## config.mk

```make
export PLATFORM = sky130hd
export DESIGN_NAME = rr_arbiter_wlock_flat
export DESIGN_NICKNAME = d
export VERILOG_FILES = /design/src/rtl/rr_arbiter_wlock_if.sv /design/src/rtl/rr_arbiter_wlock.sv /design/src/flat_wrapper.sv
export SDC_FILE = /design/constraint.sdc
export NUM_CORES = 1
export LEC_CHECK = 0
export ABC_AREA = 1
export BUFFER_PORTS_ARGS = -buffer_cell sky130_fd_sc_hd__buf_2
export CAP_MARGIN = 20
export CORE_AREA = 2 2 55 57
export DETAILED_ROUTE_END_ITERATION = 6
export DIE_AREA = 0 0 57 59
export HOLD_SLACK_MARGIN = 0.03
export PLACE_DENSITY = 0.65
export REMOVE_ABC_BUFFERS = 1
export SYNTH_ARGS = -nofsm -noshare
export SYNTH_HDL_FRONTEND = slang
export SYNTH_SLANG_ARGS = --single-unit
```

## constraint.sdc

```tcl
create_clock -name CLK -period 3.1 [get_ports CLK]
set_input_delay 0.62 -clock CLK [delete_from_list [all_inputs] [get_ports CLK]]
set_output_delay 0.62 -clock CLK [all_outputs]
set_load 0.05 [all_outputs]
```

## src/rtl/rr_arbiter_wlock_if.sv

```systemverilog
// rtl/rr_arbiter_wlock_if.sv - request/grant bundle between requesters and one arbiter
//
// Purpose: groups the request side (REQ, LAST, EN, WEIGHT) and the grant side
// (GRT, GRT_VLD, GRT_IDX, LOCKED) of one output-port arbiter.
// Modports:
//   master - requester/allocator side: drives REQ, LAST, EN, WEIGHT; sees grant
//   slave  - arbiter side: sees requests, drives GRT, GRT_VLD, GRT_IDX, LOCKED
// Parameters: NR requesters, WW weight bits per requester, PW index width.
interface rr_arbiter_wlock_if #(
  parameter int NR = 5,
  parameter int WW = 3,
  parameter int PW = (NR > 1) ? $clog2(NR) : 1
);
  logic [NR-1:0]    REQ;
  logic [NR-1:0]    LAST;
  logic             EN;
  logic [NR*WW-1:0] WEIGHT;
  logic [NR-1:0]    GRT;
  logic             GRT_VLD;
  logic [PW-1:0]    GRT_IDX;
  logic             LOCKED;

  modport master (
    output REQ, LAST, EN, WEIGHT,
    input  GRT, GRT_VLD, GRT_IDX, LOCKED
  );

  modport slave (
    input  REQ, LAST, EN, WEIGHT,
    output GRT, GRT_VLD, GRT_IDX, LOCKED
  );
endinterface

```

## src/rtl/rr_arbiter_wlock.sv

```systemverilog
// rtl/rr_arbiter_wlock.sv - weighted round-robin arbiter with packet lock
//
// Purpose: switch-allocation arbiter for one router output port. A head flit
// that is not a tail locks the grant to its requester until the tail flit
// transfers. On each tail, the priority pointer moves past the winner once it
// has sent its weight's worth of packets.
// Optional feature: macro ARB_WEIGHT_EN enables per-requester weights; when it
// is undefined, WEIGHT is ignored and every requester gets one packet per turn.
// Ports:
//   CLK  - clock
//   RST  - synchronous reset, active-high
//   bus  - rr_arbiter_wlock_if.slave:
//          REQ/LAST/EN/WEIGHT in, GRT/GRT_VLD/GRT_IDX/LOCKED out
// The grant is combinational from registered state and the current REQ.
module rr_arbiter_wlock #(
  parameter int NR = 5,
  parameter int WW = 3
) (
  input  logic              CLK,
  input  logic              RST,
  rr_arbiter_wlock_if.slave bus
);
  localparam int PW = (NR > 1) ? $clog2(NR) : 1;

  typedef enum logic {S_IDLE = 1'b0, S_LOCKED = 1'b1} state_t;

  state_t        state, state_nxt;
  logic [PW-1:0] ptr, ptr_nxt;
  logic [PW-1:0] owner, owner_nxt;

  logic [NR-1:0] grt;
  logic [PW-1:0] win;
  logic          found;
  logic          vld;
  logic          xfer;
  logic [PW-1:0] ptr_adv;

`ifdef ARB_WEIGHT_EN
  logic [WW-1:0] cnt, cnt_nxt;
  logic [WW-1:0] cnt_eff;
  logic [WW-1:0] wsel;
  logic [WW:0]   weff;
  logic [WW:0]   cnt_inc;
`else
  logic          unused_weight;
  assign unused_weight = ^bus.WEIGHT;
`endif

  always_ff @(posedge CLK) begin
    if (RST) begin
      state <= S_IDLE;
      ptr   <= '0;
      owner <= '0;
`ifdef ARB_WEIGHT_EN
      cnt   <= '0;
`endif
    end else begin
      state <= state_nxt;
      ptr   <= ptr_nxt;
      owner <= owner_nxt;
`ifdef ARB_WEIGHT_EN
      cnt   <= cnt_nxt;
`endif
    end
  end

  always_comb begin
    grt       = '0;
    win       = '0;
    found     = 1'b0;
    state_nxt = state;
    ptr_nxt   = ptr;
    owner_nxt = owner;
    ptr_adv   = '0;
`ifdef ARB_WEIGHT_EN
    cnt_nxt   = cnt;
    cnt_eff   = '0;
    wsel      = '0;
    weff      = '0;
    cnt_inc   = '0;
`endif

    if (!RST) begin
      if (state == S_LOCKED) begin
        // Only the owner may continue; others wait even if the owner stalls.
        if (bus.REQ[owner]) begin
          grt[owner] = 1'b1;
          win        = owner;
        end
      end else begin
        // First pass: requesters at or above the pointer; second pass wraps.
        for (int i = 0; i < NR; i++) begin
          if (!found && bus.REQ[i] && (PW'(i) >= ptr)) begin
            found = 1'b1;
            win   = PW'(i);
          end
        end
        for (int i = 0; i < NR; i++) begin
          if (!found && bus.REQ[i]) begin
            found = 1'b1;
            win   = PW'(i);
          end
        end
        if (found) grt[win] = 1'b1;
      end
    end

    vld  = |grt;
    xfer = vld & bus.EN;

    ptr_adv = (win == PW'(NR - 1)) ? '0 : win + 1'b1;

`ifdef ARB_WEIGHT_EN
    for (int i = 0; i < NR; i++) begin
      if (win == PW'(i)) wsel = bus.WEIGHT[i*WW +: WW];
    end
    weff = (wsel == '0) ? (WW+1)'(1) : {1'b0, wsel};
    // The running count belongs to whoever the pointer is parked on; a
    // different winner starts its own count from zero.
    cnt_eff = (win == ptr) ? cnt : '0;
    cnt_inc = {1'b0, cnt_eff} + (WW+1)'(1);
`endif

    if (xfer) begin
      if (!bus.LAST[win]) begin
        state_nxt = S_LOCKED;
        owner_nxt = win;
`ifdef ARB_WEIGHT_EN
        cnt_nxt   = cnt_eff;
`endif
      end else begin
        state_nxt = S_IDLE;
`ifdef ARB_WEIGHT_EN
        if (cnt_inc >= weff) begin
          ptr_nxt = ptr_adv;
          cnt_nxt = '0;
        end else begin
          // Winner keeps top priority for its next packet.
          ptr_nxt = win;
          cnt_nxt = cnt_inc[WW-1:0];
        end
`else
        ptr_nxt = ptr_adv;
`endif
      end
    end
  end

  assign bus.GRT     = grt;
  assign bus.GRT_VLD = vld;
  assign bus.GRT_IDX = vld ? win : '0;
  assign bus.LOCKED  = !RST && (state == S_LOCKED);

endmodule
```

## src/flat_wrapper.sv

```systemverilog
// flat-port wrapper written by rule: the top's interface ports become plain ports
module rr_arbiter_wlock_flat 
#(
  parameter int NR = 5,
  parameter int WW = 3
)
  (CLK, RST, bus_REQ, bus_LAST, bus_EN, bus_WEIGHT, bus_GRT, bus_GRT_VLD, bus_GRT_IDX, bus_LOCKED);
  rr_arbiter_wlock_if #(.NR(NR), .WW(WW)) bus_i ();
  input  logic CLK;
  input  logic RST;
  input wire logic [$bits(bus_i.REQ)-1:0] bus_REQ;
  input wire logic [$bits(bus_i.LAST)-1:0] bus_LAST;
  input wire logic [$bits(bus_i.EN)-1:0] bus_EN;
  input wire logic [$bits(bus_i.WEIGHT)-1:0] bus_WEIGHT;
  output wire logic [$bits(bus_i.GRT)-1:0] bus_GRT;
  output wire logic [$bits(bus_i.GRT_VLD)-1:0] bus_GRT_VLD;
  output wire logic [$bits(bus_i.GRT_IDX)-1:0] bus_GRT_IDX;
  output wire logic [$bits(bus_i.LOCKED)-1:0] bus_LOCKED;
  assign bus_i.REQ = bus_REQ;
  assign bus_i.LAST = bus_LAST;
  assign bus_i.EN = bus_EN;
  assign bus_i.WEIGHT = bus_WEIGHT;
  assign bus_GRT = bus_i.GRT;
  assign bus_GRT_VLD = bus_i.GRT_VLD;
  assign bus_GRT_IDX = bus_i.GRT_IDX;
  assign bus_LOCKED = bus_i.LOCKED;
  rr_arbiter_wlock #(.NR(NR), .WW(WW)) u_core (.CLK(CLK), .RST(RST), .bus(bus_i));
endmodule
```

After elaboration in Yosys (flattened, before gate mapping)
Index checks and enable logic that the tools add are counted.
{"block": "totals", "wordCells": 106, "ram_bits": 0, "in_bits": 28, "latch_bits": 0, "memories": 0, "romBits": 0, "regBits": 7}
{"block": "classes", "shifts": 0, "n_bitwise": 2, "n_div": 0, "order_cmp": 10, "n_addsub": 1, "multipliers": 0, "n_reduce_logical": 30, "mux": 59, "n_eq_ne": 1}
{"operator": "3-bit two-way mux", "n": 13}
{"operator": "1-bit two-way mux", "n": 36}
{"operator": "5-bit two-way mux", "n": 4}
{"operator": "1-bit logical AND", "n": 17}
{"operator": "3-bit by 4-bit < comparator with 1-bit output, second input constant", "n": 3}
{"operator": "1-bit logical NOT", "n": 10}
{"operator": "1-bit binary-select mux with 3-bit select", "n": 2}
{"operator": "1-bit demux with 3-bit select", "n": 2}
{"operator": "1-bit by 3-bit greater-or-equal comparator with 1-bit output, first input constant", "n": 2}
{"operator": "2-bit by 3-bit greater-or-equal comparator with 1-bit output, first input constant", "n": 2}
{"operator": "3-bit by 1-bit greater-or-equal comparator with 1-bit output, second input constant", "n": 2}
{"operator": "5-bit OR reduction", "n": 1}
{"operator": "2-bit two-way mux", "n": 2}
{"operator": "2-bit AND reduction", "n": 2}
{"operator": "3-bit by 1-bit adder with 3-bit output, second input constant", "n": 1}
{"operator": "3-bit equality test, second input constant", "n": 1}
{"operator": "3-bit greater-or-equal comparator, first input constant", "n": 1}
{"operator": "1-bit AND", "n": 1}
{"operator": "1-bit inverter", "n": 1}

Logic depth before layout (Yosys ltp)
Gate-level depths: netlist of the first run.
{"block": "depth", "ltp_word": 64, "mapped_depth": 20, "mapped_depth_nobuf": 20}

Worst setup path after synthesis of the first run
Ideal clock, no wire load.
{"block": "synth_timing", "path_type": "in2out", "startpoint": "in RST", "endpoint": "out bus_GRT_IDX[0]", "slack_ps": 448, "required_time_ps": 2480, "t_arrival_ps": 2032, "cell_stages": 3, "cell_sequence": "nor2_1 > nand3_2 > nand2_1"}
{"block": "synth_between", "elab_chain_cells": 3, "word_cells_on_any_way": 4, "classes_between": "mux: 3; reduce/logical: 1"}
{"element": "start, declared", "line": "flat_wrapper.sv:10", "text": "input logic RST;"}
{"element": "5-bit two-way mux", "line": "rr_arbiter_wlock.sv:83", "text": "if (!RST) begin"}
{"element": "5-bit OR reduction", "line": "rr_arbiter_wlock.sv:108", "text": "vld = |grt;"}
{"element": "3-bit two-way mux (*)", "line": "rr_arbiter_wlock.sv:151", "text": "assign bus.GRT_IDX = vld ? win : '0;"}
{"element": "end, declared", "line": "flat_wrapper.sv:17", "text": "output wire logic [$bits(bus_i.GRT_IDX)-1:0] bus_GRT_IDX;"}
Every way passes the cells marked *; elsewhere a longest branch is shown, timed or not.

Worst setup path after layout of the first run
{"block": "layout_timing", "startpoint": "in bus_REQ[0]", "endpoint": "out bus_GRT_VLD"}
{"block": "layout_between", "elab_chain_cells": 61, "word_cells_on_any_way": 76, "classes_between": "order compare: 2; mux: 49; reduce/logical: 25"}
{"element": "start, declared", "line": "flat_wrapper.sv:11", "text": "input wire logic [$bits(bus_i.REQ)-1:0] bus_REQ;"}
{"element": "1-bit logical AND", "line": "rr_arbiter_wlock.sv:93", "text": "if (!found && bus.REQ[i] && (PW'(i) >= ptr)) begin"}
{"element": "1-bit two-way mux", "line": "rr_arbiter_wlock.sv:93"}
{"element": "1-bit two-way mux", "line": "rr_arbiter_wlock.sv:84", "text": "if (state == S_LOCKED) begin"}
{"element": "1-bit two-way mux", "line": "rr_arbiter_wlock.sv:83"}
{"element": "1-bit logical NOT", "line": "rr_arbiter_wlock.sv:93"}
{"element": "1-bit logical AND (2 in a row)", "line": "rr_arbiter_wlock.sv:93"}
{"element": "1-bit two-way mux", "line": "rr_arbiter_wlock.sv:93"}
{"element": "1-bit two-way mux", "line": "rr_arbiter_wlock.sv:84"}
{"element": "(+44 left out)"}
{"element": "3-bit by 4-bit < comparator with 1-bit output (not written as such) or 3-bit by 1-bit greater-or-equal comparator with 1-bit output (tied branches)", "line": "rr_arbiter_wlock.sv:104", "text": "if (found) grt[win] = 1'b1;"}
{"element": "1-bit logical AND (not written as such)", "line": "rr_arbiter_wlock.sv:104"}
{"element": "1-bit two-way mux (not written as such)", "line": "rr_arbiter_wlock.sv:104"}
{"element": "1-bit demux with 3-bit select"}
{"element": "5-bit two-way mux", "line": "rr_arbiter_wlock.sv:104"}
{"element": "5-bit two-way mux (*)", "line": "rr_arbiter_wlock.sv:84"}
{"element": "5-bit two-way mux (*)", "line": "rr_arbiter_wlock.sv:83"}
{"element": "5-bit OR reduction (*)", "line": "rr_arbiter_wlock.sv:108"}
{"element": "end, declared", "line": "flat_wrapper.sv:16", "text": "output wire logic [$bits(bus_i.GRT_VLD)-1:0] bus_GRT_VLD;"}
Every way passes the cells marked *; elsewhere a longest branch is shown, timed or not. The select of a mux whose other input is x is not followed.

==> results.txt, run 1 <==
The count of nets left with antenna violations once routing finished came out at 0. Setup repair after global routing left no endpoint under its margin. The path with the worst hold slack has its endpoint at u_core.owner[1].

The worst path needs roughly 2.9 ns of the cycle, external delays included. The all-layer global routing usage came out at 15.2%. The pin count of the biggest net entering global routing is 10. Once the clock tree was built, the setup fixing pass inserted 0 buffers. Hold repair after CTS inserted 0 buffers.

The clock group share of total power came out at under 10%. The overflow left after global routing came out at 0. The number of failing hold endpoints at the final stage came out at 0.

The initial antenna violation count came to 0. The sequential area share after synthesis is 13.1%. In this run the worst hold path is classified as reg2reg. STA puts the critical path data required time at 2.48 ns. The worst setup path is launched from an input pin. Clock skew on the completed layout was measured at 0.00153 ns. The floorplan step defined a die boundary enclosing about 3400 um^2. The total via count in the routed design is between 1k and 1.5k. The clock slew at the register clock pins of the worst setup and hold paths came out at 0.05 ns. The share of total power consumed by net switching is 62.3%.

The total length of routed wires is 2320 um. The data arrival time at the worst-slack endpoint came out at 2.23 ns. TritonCTS built the clock tree. The H-tree level count came out at 1. The first global-routing pass estimated 4040 um of wire. No sink is reached through more buffers than the 2 on the longest clock path.

The power per cell area came out at 964 nW/um^2. The filler cells instantiated in the layout total 327. The standby leakage power is 0.752 nW. Setup violations remaining at the end of the flow were counted as 0.

The sequential group share of total power came out at 13.5%. In this run, the combinational gates consume 79.6% of the power. The signal on the critical path passes through buf_2, inv_1, nor2_1, nand2_1, nand2_1, nor2_4, nand4_2, nor2_2, nor2_2, nand2_1, nor2_1, nand2_1, nand2_1, nand2_1, nand4_2, buf_2. The number of global-route vias before repair is 974. The run finished with clean final reports.

The layout cell share with drive strength beyond 1 is a little under a third. The total number of nets in the final design is 244. The floorplan has 19 rows. The post-route total power is 0.00119 W. The analysis attributes to net switching a power of 0.000745 W. The post-place instance area came out at 1210 um^2. In the final layout, flip-flops and latches occupy 140 um^2. The setup total negative slack came out at 0 ns. After detailed routing, the average wire length per cell comes to between 9 and 10 um. The placed cell count is 240. The synthesis-to-finish area growth came out at 15.9%. The critical path class is in2out. The number of sinks handled by clock tree synthesis came out at 7. The maximum vdd drop is 602 uV. The via-per-instance ratio came out at 4.66.

The top achievable clock speed is 351 MHz. Max-cap violations in this run came to 0. The CTS buffer count came out at 3. The number of register bits inferred by synthesis is 7. The instance count of the mapped netlist is approximately 190. The first-iteration detailed-routing DRC count is 47. After floorplanning, the core was sized to cover 2710 um^2. For this design, the slowest cell found on the critical path is sky130_fd_sc_hd__buf_2. The logic depth of the worst register-to-register path is 18. The height of the die came out at 59 um. The actual transition at the worst max-transition pin is 0.289 ns. The number of optimization iterations in the first detailed-route pass came out at 4.

The period utilization came out at about 92%. The die span in x came out at 57 um. The summed instance area of the synthesized netlist came out at 1070 um^2.

The number of antenna diodes in the final layout is 0. The internal portion of total power is 0.000450 W. The worst max-slew margin expressed relative to the limit came out at roughly four fifths. Yosys printed 0 warnings. The launch instance of the worst min-delay path is u_core.owner[1]. The worst-case register-to-register setup slack came out at roughly 0.96 ns.

The number of pins exceeding their max-slew limit in the final report came out at 0. In this run the critical register-to-register path is captured at u_core.ptr[2]. The count of unique library cells instantiated by Yosys is 22. The post-cts resize count came out at 0. The maximum fanout encountered on the critical timing path came out at 4.

The wire-length estimate of the detail-placed layout is 1990 um. The multi-input logic area is approximately 760 um^2. In this run the critical register-to-register path is launched from u_core.ptr[2]. The clock insertion delay at the later pin of the skew report came out at roughly 0.25 ns. The final weighted congestion of routability-driven global placement came out at 0.837. The dominant cell type by count on the critical path is sky130_fd_sc_hd__nand2_1. The post-route cell area is 1240 um^2.

The element type at the critical path end is an output port. The remaining design rule violation count came out at 0. The initial utilization of the core area, before any placement, comes to 39.5%. The per-instance average area after synthesis came out at 5.69 um^2.

The number of primary I/O pins is 38. In this run the tool buffered the top-level ports with 22 buffer cells. The peak per-stage delay on the critical path came out at 0.26 ns. The non-filler instance count after layout came out at 244. The tree is rooted in a sky130_fd_sc_hd__clkbuf_4. The hold-critical path depth is 4.
==> area by class of cell <==
class	instances	share of cell area, %
Tap cell	31	3.13
Inverter	43	13.0
Sequential cell	7	11.3
Multi-Input combinational cell	137	61.6
Clock buffer	4	2.12
Timing Repair Buffer	22	8.88
==> flip-flops by register name, summed over array words and instances (netlist names) <==
| signal | flops |
|---|---|
| u_core.owner | 3 |
| u_core.state | 1 |
| u_core.ptr | 3 |
==> critical path: cells and delay by family <==
| family | cells | cell delay [ns] |
|---|---|---|
| and+or+nand+nor | 13 | 1.10 |
| buffers and inverters | 3 | 0.51 |
==> kinds of logic after synthesis <==
| group | after synthesis | synth area share [%] |
|---|---|---|
| compound gates | 19 | 9.94 |
| buf+inv | 44 | 15.6 |
| simple gates | 116 | 59.1 |
| flops | 7 | 13.1 |
| fa+ha+maj | 2 | 2.34 |
==> through the flow <==
step	util [%]	setup WS, ns	hold slack [ns]
final	45.8	0.248	0.573
after global routing	45.8	0.0289	0.602
after CTS	45.8	0.245	0.577
after detailed placement	44.8	0.249	0.566
after global placement	44.8	0.237	0.565
after floorplan	-	0.448	0.531
==> Yosys cell counts (all sizes together) <==
cell type,number,area [um^2]
nand4,5,43.8
inv,43,161
a21oi,3,15.0
nor2,22,130
a31oi,1,6.26
nand3b,1,7.51
nand2,62,275
o211ai,1,7.51
ha,2,25.0
o21ai,11,55.1
buf,1,5.00
o31ai,3,22.5
nand3,26,175
dfxtp,7,140
==> worst max path at each step <==
stage                     cells past startpoint       start  slack [ns]        endpoint
final                                        16  bus_REQ[0]        0.25     bus_GRT_VLD
after CTS                                    16  bus_REQ[0]        0.25     bus_GRT_VLD
after floorplan                               3         RST        0.45  bus_GRT_IDX[0]
after detailed placement                     16  bus_REQ[0]        0.25     bus_GRT_VLD
after global placement                       16  bus_REQ[0]        0.24     bus_GRT_VLD
after global routing                         14  bus_REQ[2]        0.03     bus_GRT_VLD
==> routing by layer <==
metal  vias up  wire length, um  track usage (%)
li1        637                -                -
met1       486             1160             21.4
met2        12             1100             23.5
met3         3               45             3.28
met4         0               16             3.99
met5         -                0                0
==> power by group through the flow <==
stage	Clock, W	Sequential [W]	Combinational (W)
6_report	0.0000820	0.000162	0.000951
5_1_grt	0.0000940	0.000169	0.00106
4_1_cts	0.0000853	0.000162	0.000961
3_5_place_dp	0	0.000164	0.000958
3_3_place_gp	0	0.000163	0.000953
2_1_floorplan	0	0.000157	0.000789
==> placed cells by master (no fill, tap or decap), types with 6 or more instances in the layout <==
cell / netlist / routed
sky130_fd_sc_hd__nand2_1: 51 / 51
sky130_fd_sc_hd__inv_1: 37 / 37
sky130_fd_sc_hd__buf_2: 1 / 22
sky130_fd_sc_hd__nand3_1: 17 / 17
sky130_fd_sc_hd__nor2_2: 10 / 10
sky130_fd_sc_hd__nor2_1: 9 / 9
sky130_fd_sc_hd__nand3_2: 9 / 9
sky130_fd_sc_hd__nand2_2: 8 / 8
sky130_fd_sc_hd__o21ai_0: 8 / 8
sky130_fd_sc_hd__dfxtp_1: 7 / 7
sky130_fd_sc_hd__inv_2: 6 / 6
Note: power is estimated with default switching activity, not from simulation.
==> run 2: changes to the inputs <==
==> constraint.sdc (replaced) <==
create_clock -name CLK -period 3.1 [get_ports CLK]
set_input_delay 0.155 -clock CLK [delete_from_list [all_inputs] [get_ports CLK]]
set_output_delay 0.155 -clock CLK [all_outputs]
set_load 0.05 [all_outputs]
==> results.txt, run 2 (synthesis gave the netlist of run 1 again) <==
The run finished with clean final reports. The total via count in the routed design is 1135 (-0.26%). The area inside the core boundary is 2710 um^2 (unchanged). The clock slew at the register clock pins of the worst setup and hold paths came out at 0.05 ns (about the same). The number of setup violations in the final report came out at 0 (unchanged). The overflow left after global routing came out at 0 (unchanged).

The post-route cell area came out at 1240 um^2 (unchanged). The full die area is 3360 um^2 (unchanged). The first-iteration detailed-routing DRC count is 61 (+30%). The antenna violation net count after detailed routing is 0 (unchanged). The final period demand of the worst path came to 2.29 ns (-0.560 ns). The number of buffers on the longest clock path is 2 (unchanged). The critical path goes through inv_1, nand3_1, nand2_2, nor2_4, nand4_2, nor2_2, nor2_2, nand2_1, nor2_1, nand2_1, nand2_1, nand2_1, nand4_2, buf_2. The global-route wire length before repair came out at 3780 um (-6.3%). The HPWL reported at the end of detailed placement is 1970 um (-1.1%). The worst hold slack across all endpoints is 0.232 ns (-0.341 ns). The top achievable clock speed came out at 436 MHz (+24%). The final weighted congestion of routability-driven global placement is 0.838 (+0.14%). The critical path is of the reg2out type. The clock tree from TritonCTS is built. The total length of routed wires was 2310 um (-0.34%). The maximum vdd drop is 605 uV (+0.46%).

The library cell used most frequently in the layout, excluding fill and tap cells, is sky130_fd_sc_hd__nand2_1. The height of the die was 59 um (unchanged). The number of global-route vias before repair is 924 (-5.1%). The global-route met2 utilization is 23.6% (+0.16 points). The detailed-route wire length per cell is 9.48 um (-0.34%). The CTS buffer count is 3 (unchanged).

In this run the worst hold path is classified as in2reg. The die span in x was 57 um (unchanged). The initial antenna violation count came out at 0 (unchanged).

For this design, the slowest cell found on the critical path is sky130_fd_sc_hd__dfxtp_1. The remaining design rule violation count came to 0 (unchanged). The via-per-instance ratio is 4.65 (-0.26%). The pin count of the biggest net entering global routing came out at 10 (unchanged).

The actual transition at the worst max-transition pin is 0.301 ns (+0.0128 ns). The number of buffers added for setup after CTS came out at 0 (unchanged). The all-layer global routing usage came out at 14.3% (-0.88 points). The layout cell share with drive strength beyond 1 came out at 31.0% (unchanged). The peak per-stage delay on the critical path is 0.42 ns (+0.16 ns). The number of inserted diodes came out at 0 (unchanged). The post-place setup slack came out at 0.931 ns (+0.682 ns). The H-tree level count is 1 (unchanged). The clock insertion delay at the later pin of the skew report came out at 0.24 ns (about the same). The most used routing layer in global routing is met2.

The total number of placement rows is 19 (unchanged). The dominant cell type by count on the critical path is sky130_fd_sc_hd__nand2_1. The quantity of I/O buffers inserted on ports is 22 (unchanged). The total number of nets in the final design is 244 (unchanged).

The number of optimization iterations in the first detailed-route pass is 4 (unchanged). The met3 track demand over resource in global routing came out at 3.28% (unchanged). The post-route core utilization came out at 45.8% (unchanged).

The standby leakage power is 0.752 nW (unchanged). The number of pins exceeding their max-slew limit in the final report is 0 (unchanged). The met1 track utilization from global routing came out at 19.1% (-2.3 points).

In the final layout, the registers with the most flip-flops are u_core.owner: 3 flops, u_core.ptr: 3 flops, u_core.state: 1 flops. The power per cell area came out at 963 nW/um^2 (about the same). The tree is rooted in a sky130_fd_sc_hd__clkbuf_4. The required time of the worst setup path is 2.94 ns (+0.46 ns).

The post-cts resize count is 0 (unchanged). The final setup skew came out at 0.000425 ns (-0.00111 ns). The total of hold buffers inserted after clock tree synthesis is 0 (unchanged). The post-place instance area is 1210 um^2 (unchanged). The startpoint kind of the worst setup timing path is a flip-flop. Setup repair after global routing left no endpoint under its margin. The worst max-slew margin expressed relative to the limit came out at 79.9% (-0.85 points). The final worst-path setup slack came out at 0.809 ns (+0.560 ns).

The element type at the critical path end is an output port. The number of sinks handled by clock tree synthesis came out at 7 (unchanged). The synthesis-to-finish area growth came out at 15.9% (unchanged).

The number of fill cells in the layout came out at 318 (-2.8%). The data arrival time at the worst-slack endpoint is 2.14 ns (-0.09 ns). The number of failing hold endpoints at the final stage is 0 (unchanged). The period utilization came out at 73.9% (-18 points). The total of max-cap violations is 0 (unchanged).

Leaving out fill and tap cells, the most frequent cells in the layout are sky130_fd_sc_hd__nand2_1, sky130_fd_sc_hd__inv_1, sky130_fd_sc_hd__buf_2. The setup total negative slack is 0 ns (unchanged). The starting density of the core is 39.5% (unchanged). The number of primary I/O pins is 38 (unchanged). The maximum fanout encountered on the critical timing path is 6 (+2).
## run 2: critical path, delay by kind of cell, from the launching register on
kind	cells	cell delay, ns
buffers and inverters	2	0.35
flip-flops	1	0.42
AND/OR/NAND/NOR	12	1.12
## run 2: path summary, 6_finish.rpt
| kind | startpoint | to | slack (ns) | cells after the start |
|---|---|---|---|---|
| setup / recovery | u_core.ptr[2] | bus_GRT_VLD | 0.81 | 14 |
| hold reg to reg | u_core.owner[1] | u_core.owner[1] | 0.57 | 4 |
| hold / removal | bus_EN | u_core.state | 0.23 | 3 |
| setup reg to reg | u_core.ptr[2] | u_core.ptr[2] | 0.94 | 19 |
## run 2: stage by stage
stage | power (W) | cells
5_1_grt | 0.00131 | 244
3_5_place_dp | 0.00112 | 240
4_1_cts | 0.00121 | 244
3_3_place_gp | 0.00112 | 240
6_report | 0.00119 | 244
2_1_floorplan | 0.000946 | 187
## run 2: layout make-up
type                       instances  area, um^2  share of cell area, %
timing repair buffer              22         110                   8.88
inverter                          43         161                   13.0
sequential                         7         140                   11.3
clock buffer                       4        26.3                   2.12
multi-input combinational        137         763                   61.6
tap                               31        38.8                   3.13
## run 2: per-layer routing
metal	wire (um)	vias up	part of all wire, %
met4	0	0	0
met2	1100	16	48
met3	58	0	2.5
met1	1150	481	50
li1	-	638	-
met5	0	-	0
## run 2: power breakdown
group	total (W)	internal, W	switching (W)	leakage [nW]
registers	0.000163	0.000126	0.0000371	0.0575
clock network	0.0000799	0.0000489	0.0000310	0.0150
logic	0.000952	0.000275	0.000677	0.679
==> run 3: changes to the inputs <==
- clock period: 3.1 -> 2.2 ns (I/O delays scaled with it)
==> results.txt, run 3 (synthesis gave the netlist of run 1 again) <==
The worst max-slew margin expressed relative to the limit is 78.2% (-1.7 points). The number of optimization iterations in the first detailed-route pass came out at 4 (unchanged). The starting density of the core came out at 39.5% (unchanged).

The number of pins exceeding their max-slew limit in the final report came out at 0 (unchanged). The period utilization is 93.6%. The cell chosen for the clock root is sky130_fd_sc_hd__clkbuf_4. The total of max-cap violations is 0 (unchanged).

The overflow left after global routing is 0 (unchanged). The layout cell share with drive strength beyond 1 came out at 38.4% (+7.4 points). The maximum fanout encountered on the critical timing path was 6 (unchanged). The detailed-route wire length per cell is 9.56 um (+0.76%).

The die span in x is 57 um (unchanged). The global-route wire length before repair is 3950 um (+4.5%). The required time of the worst setup path came out at 2.34 ns (-0.60 ns). The number of inserted diodes is 0 (unchanged).

The maximum vdd drop came out at 1040 uV (+71%). The power per cell area came out at 1370 nW/um^2 (+42%). The total number of placement rows is 19 (unchanged). The most common library cell in the layout ignoring fill and taps is sky130_fd_sc_hd__nand2_1. The number of primary I/O pins came out at 38 (unchanged).

The number of fill cells in the layout is 305 (-4.1%). The final weighted congestion of routability-driven global placement is 0.824 (-1.7%). The flow ran to the end, and the final reports show no timing, DRC or antenna violations.

The number of sinks handled by clock tree synthesis is 7 (unchanged). The critical path class is reg2reg. The post-route core utilization is 49.8% (+4.0 points). The height of the die is 59 um (unchanged).

The worst hold path belongs to the class in2reg. The post-route cell area came out at 1350 um^2 (+8.8%). The via-per-instance ratio came out at 4.85 (+4.3%).

Setup repair after global routing could not meet its margin everywhere. The all-layer global routing usage is 14.7% (+0.47 points). The actual transition at the worst max-transition pin is 0.324 ns (+0.0228 ns). TritonCTS built the clock tree. From synthesis to final layout, the design area changed by 26.1%. The non-filler instance count after layout came to 250 (+2.5%). The H-tree level count is 1 (unchanged). The number of setup violations in the final report came out at 0 (unchanged). The data arrival time at the worst-slack endpoint came out at 2.20 ns (+0.06 ns).

In the layout the commonest cells are sky130_fd_sc_hd__nand2_1, sky130_fd_sc_hd__inv_1, sky130_fd_sc_hd__buf_2. The post-place setup slack is 0.0423 ns (-0.889 ns). The first-iteration detailed-routing DRC count is 55 (-9.8%). The total via count in the routed design is 1213 (+6.9%). In the final layout, the registers with the most flip-flops are u_core.owner: 3 flops, u_core.ptr: 3 flops, u_core.state: 1 flops. The clock slew at the register clock pins of the worst setup and hold paths is 0.05 ns (about the same). The number of failing hold endpoints at the final stage came out at 0 (unchanged).

The number of global-route vias before repair came out at 977 (+5.7%). The area inside the core boundary came to 2710 um^2 (unchanged). The full die area is 3360 um^2 (unchanged). The antenna violation net count after detailed routing came to 0 (unchanged).

The pin count of the biggest net entering global routing is 9 (-1). The clock insertion delay at the later pin of the skew report came out at 0.24 ns (about the same). The HPWL reported at the end of detailed placement came out at 1980 um (+0.83%).

Derived from the worst setup path, the maximum achievable clock frequency is 485 MHz. The quantity of I/O buffers inserted on ports was 22 (unchanged). The worst setup path is captured at a flip-flop. The post-place instance area came out at 1220 um^2 (+0.62%). The standby leakage power came out at 0.803 nW (+6.9%).

The placed cell count is 241 (+0.42%). The final period demand of the worst path is 2.06 ns. The CTS buffer count is 3 (unchanged).

The final setup skew came to 0.00203 ns (+0.00161 ns). The total length of routed wires came out at 2390 um (+3.2%). The setup total negative slack came to 0 ns (unchanged).

The total number of nets in the final design came to 250 (+2.5%). The initial antenna violation count came to 0 (unchanged). The total of hold buffers inserted after clock tree synthesis is 0 (unchanged).

The remaining design rule violation count is 0 (unchanged). The final worst-path setup slack came out at 0.140 ns (-0.668 ns). STA classifies the critical path startpoint as a flip-flop.

The number of buffers on the longest clock path is 2 (unchanged).
run 3: cell types whose count changed in the layout (fill, tap and decap cells not counted), moves of 3 or more:
cell	delta
sky130_fd_sc_hd__buf_2	-3
sky130_fd_sc_hd__buf_4	+6
sky130_fd_sc_hd__dfxtp_1	-3
sky130_fd_sc_hd__dfxtp_4	+3
sky130_fd_sc_hd__nor2_1	-3
sky130_fd_sc_hd__nor2_2	+3
run 3: per-stage QoR:
step                      hold slack (ns)  total power, W
final                               0.190         0.00185
after global routing                0.188         0.00202
after CTS                           0.188         0.00176
after detailed placement            0.447         0.00159
after global placement              0.449         0.00158
after floorplan                     0.282         0.00133
run 3: area by class of cell:
cell class	count	area (um^2)	share of cell area [%]
clock buffer	4	26.3	1.95
inverter	43	161	12.0
multi-input combinational	137	805	59.6
sequential	7	151	11.2
tap	31	38.8	2.88
timing repair buffer	28	166	12.3
run 3: power breakdown:
group	leakage, nW	internal (W)	switching, W
sequential	0.0596	0.000190	0.0000522
clock	0.0150	0.0000691	0.0000449
combinational	0.729	0.000484	0.00101
total	0.803	0.000743	0.00110
run 3: final timing paths:
path	to	start	slack (ns)	cells past startpoint
max	u_core.ptr[2]	u_core.ptr[1]	0.14	17
min	u_core.state	bus_EN	0.19	3
min reg2reg	u_core.ptr[1]	u_core.ptr[1]	0.57	4
max reg2reg	u_core.ptr[2]	u_core.ptr[1]	0.14	17
run 3: repair_timing:
item	in CTS	in global routing
resized for setup	4	19
setup endpoints to repair	1	14
setup buffers	0	5
pin swaps	0	7
run 3: worst max-delay path, stage by stage (launching register included):
cell and delay, ns:
sky130_fd_sc_hd__dfxtp_4 0.37, sky130_fd_sc_hd__nand2_1 0.08, sky130_fd_sc_hd__a21oi_2 0.13, sky130_fd_sc_hd__nand4_1 0.10
sky130_fd_sc_hd__nor2_2 0.17, sky130_fd_sc_hd__nand3_2 0.14, sky130_fd_sc_hd__nand2_4 0.12, sky130_fd_sc_hd__nand2_4 0.07
sky130_fd_sc_hd__nand2_4 0.11, sky130_fd_sc_hd__buf_4 0.12, sky130_fd_sc_hd__ha_1 0.13, sky130_fd_sc_hd__inv_1 0.05
sky130_fd_sc_hd__nand3_1 0.07, sky130_fd_sc_hd__o21ai_1 0.06, sky130_fd_sc_hd__inv_1 0.05, sky130_fd_sc_hd__nand3_1 0.07
sky130_fd_sc_hd__nand2_1 0.09, sky130_fd_sc_hd__nor2_2 0.03
run 3: layer usage:
metal  vias to the layer above  GRT usage, %  share of wire (%)  wire [um]
met3                         0          3.49                1.8         44
li1                        655             -                  -          -
met2                        11          23.2                 49       1180
met5                         -             0                  0          0
met1                       547          20.7                 49       1160
met4                         0          2.99                  0          0
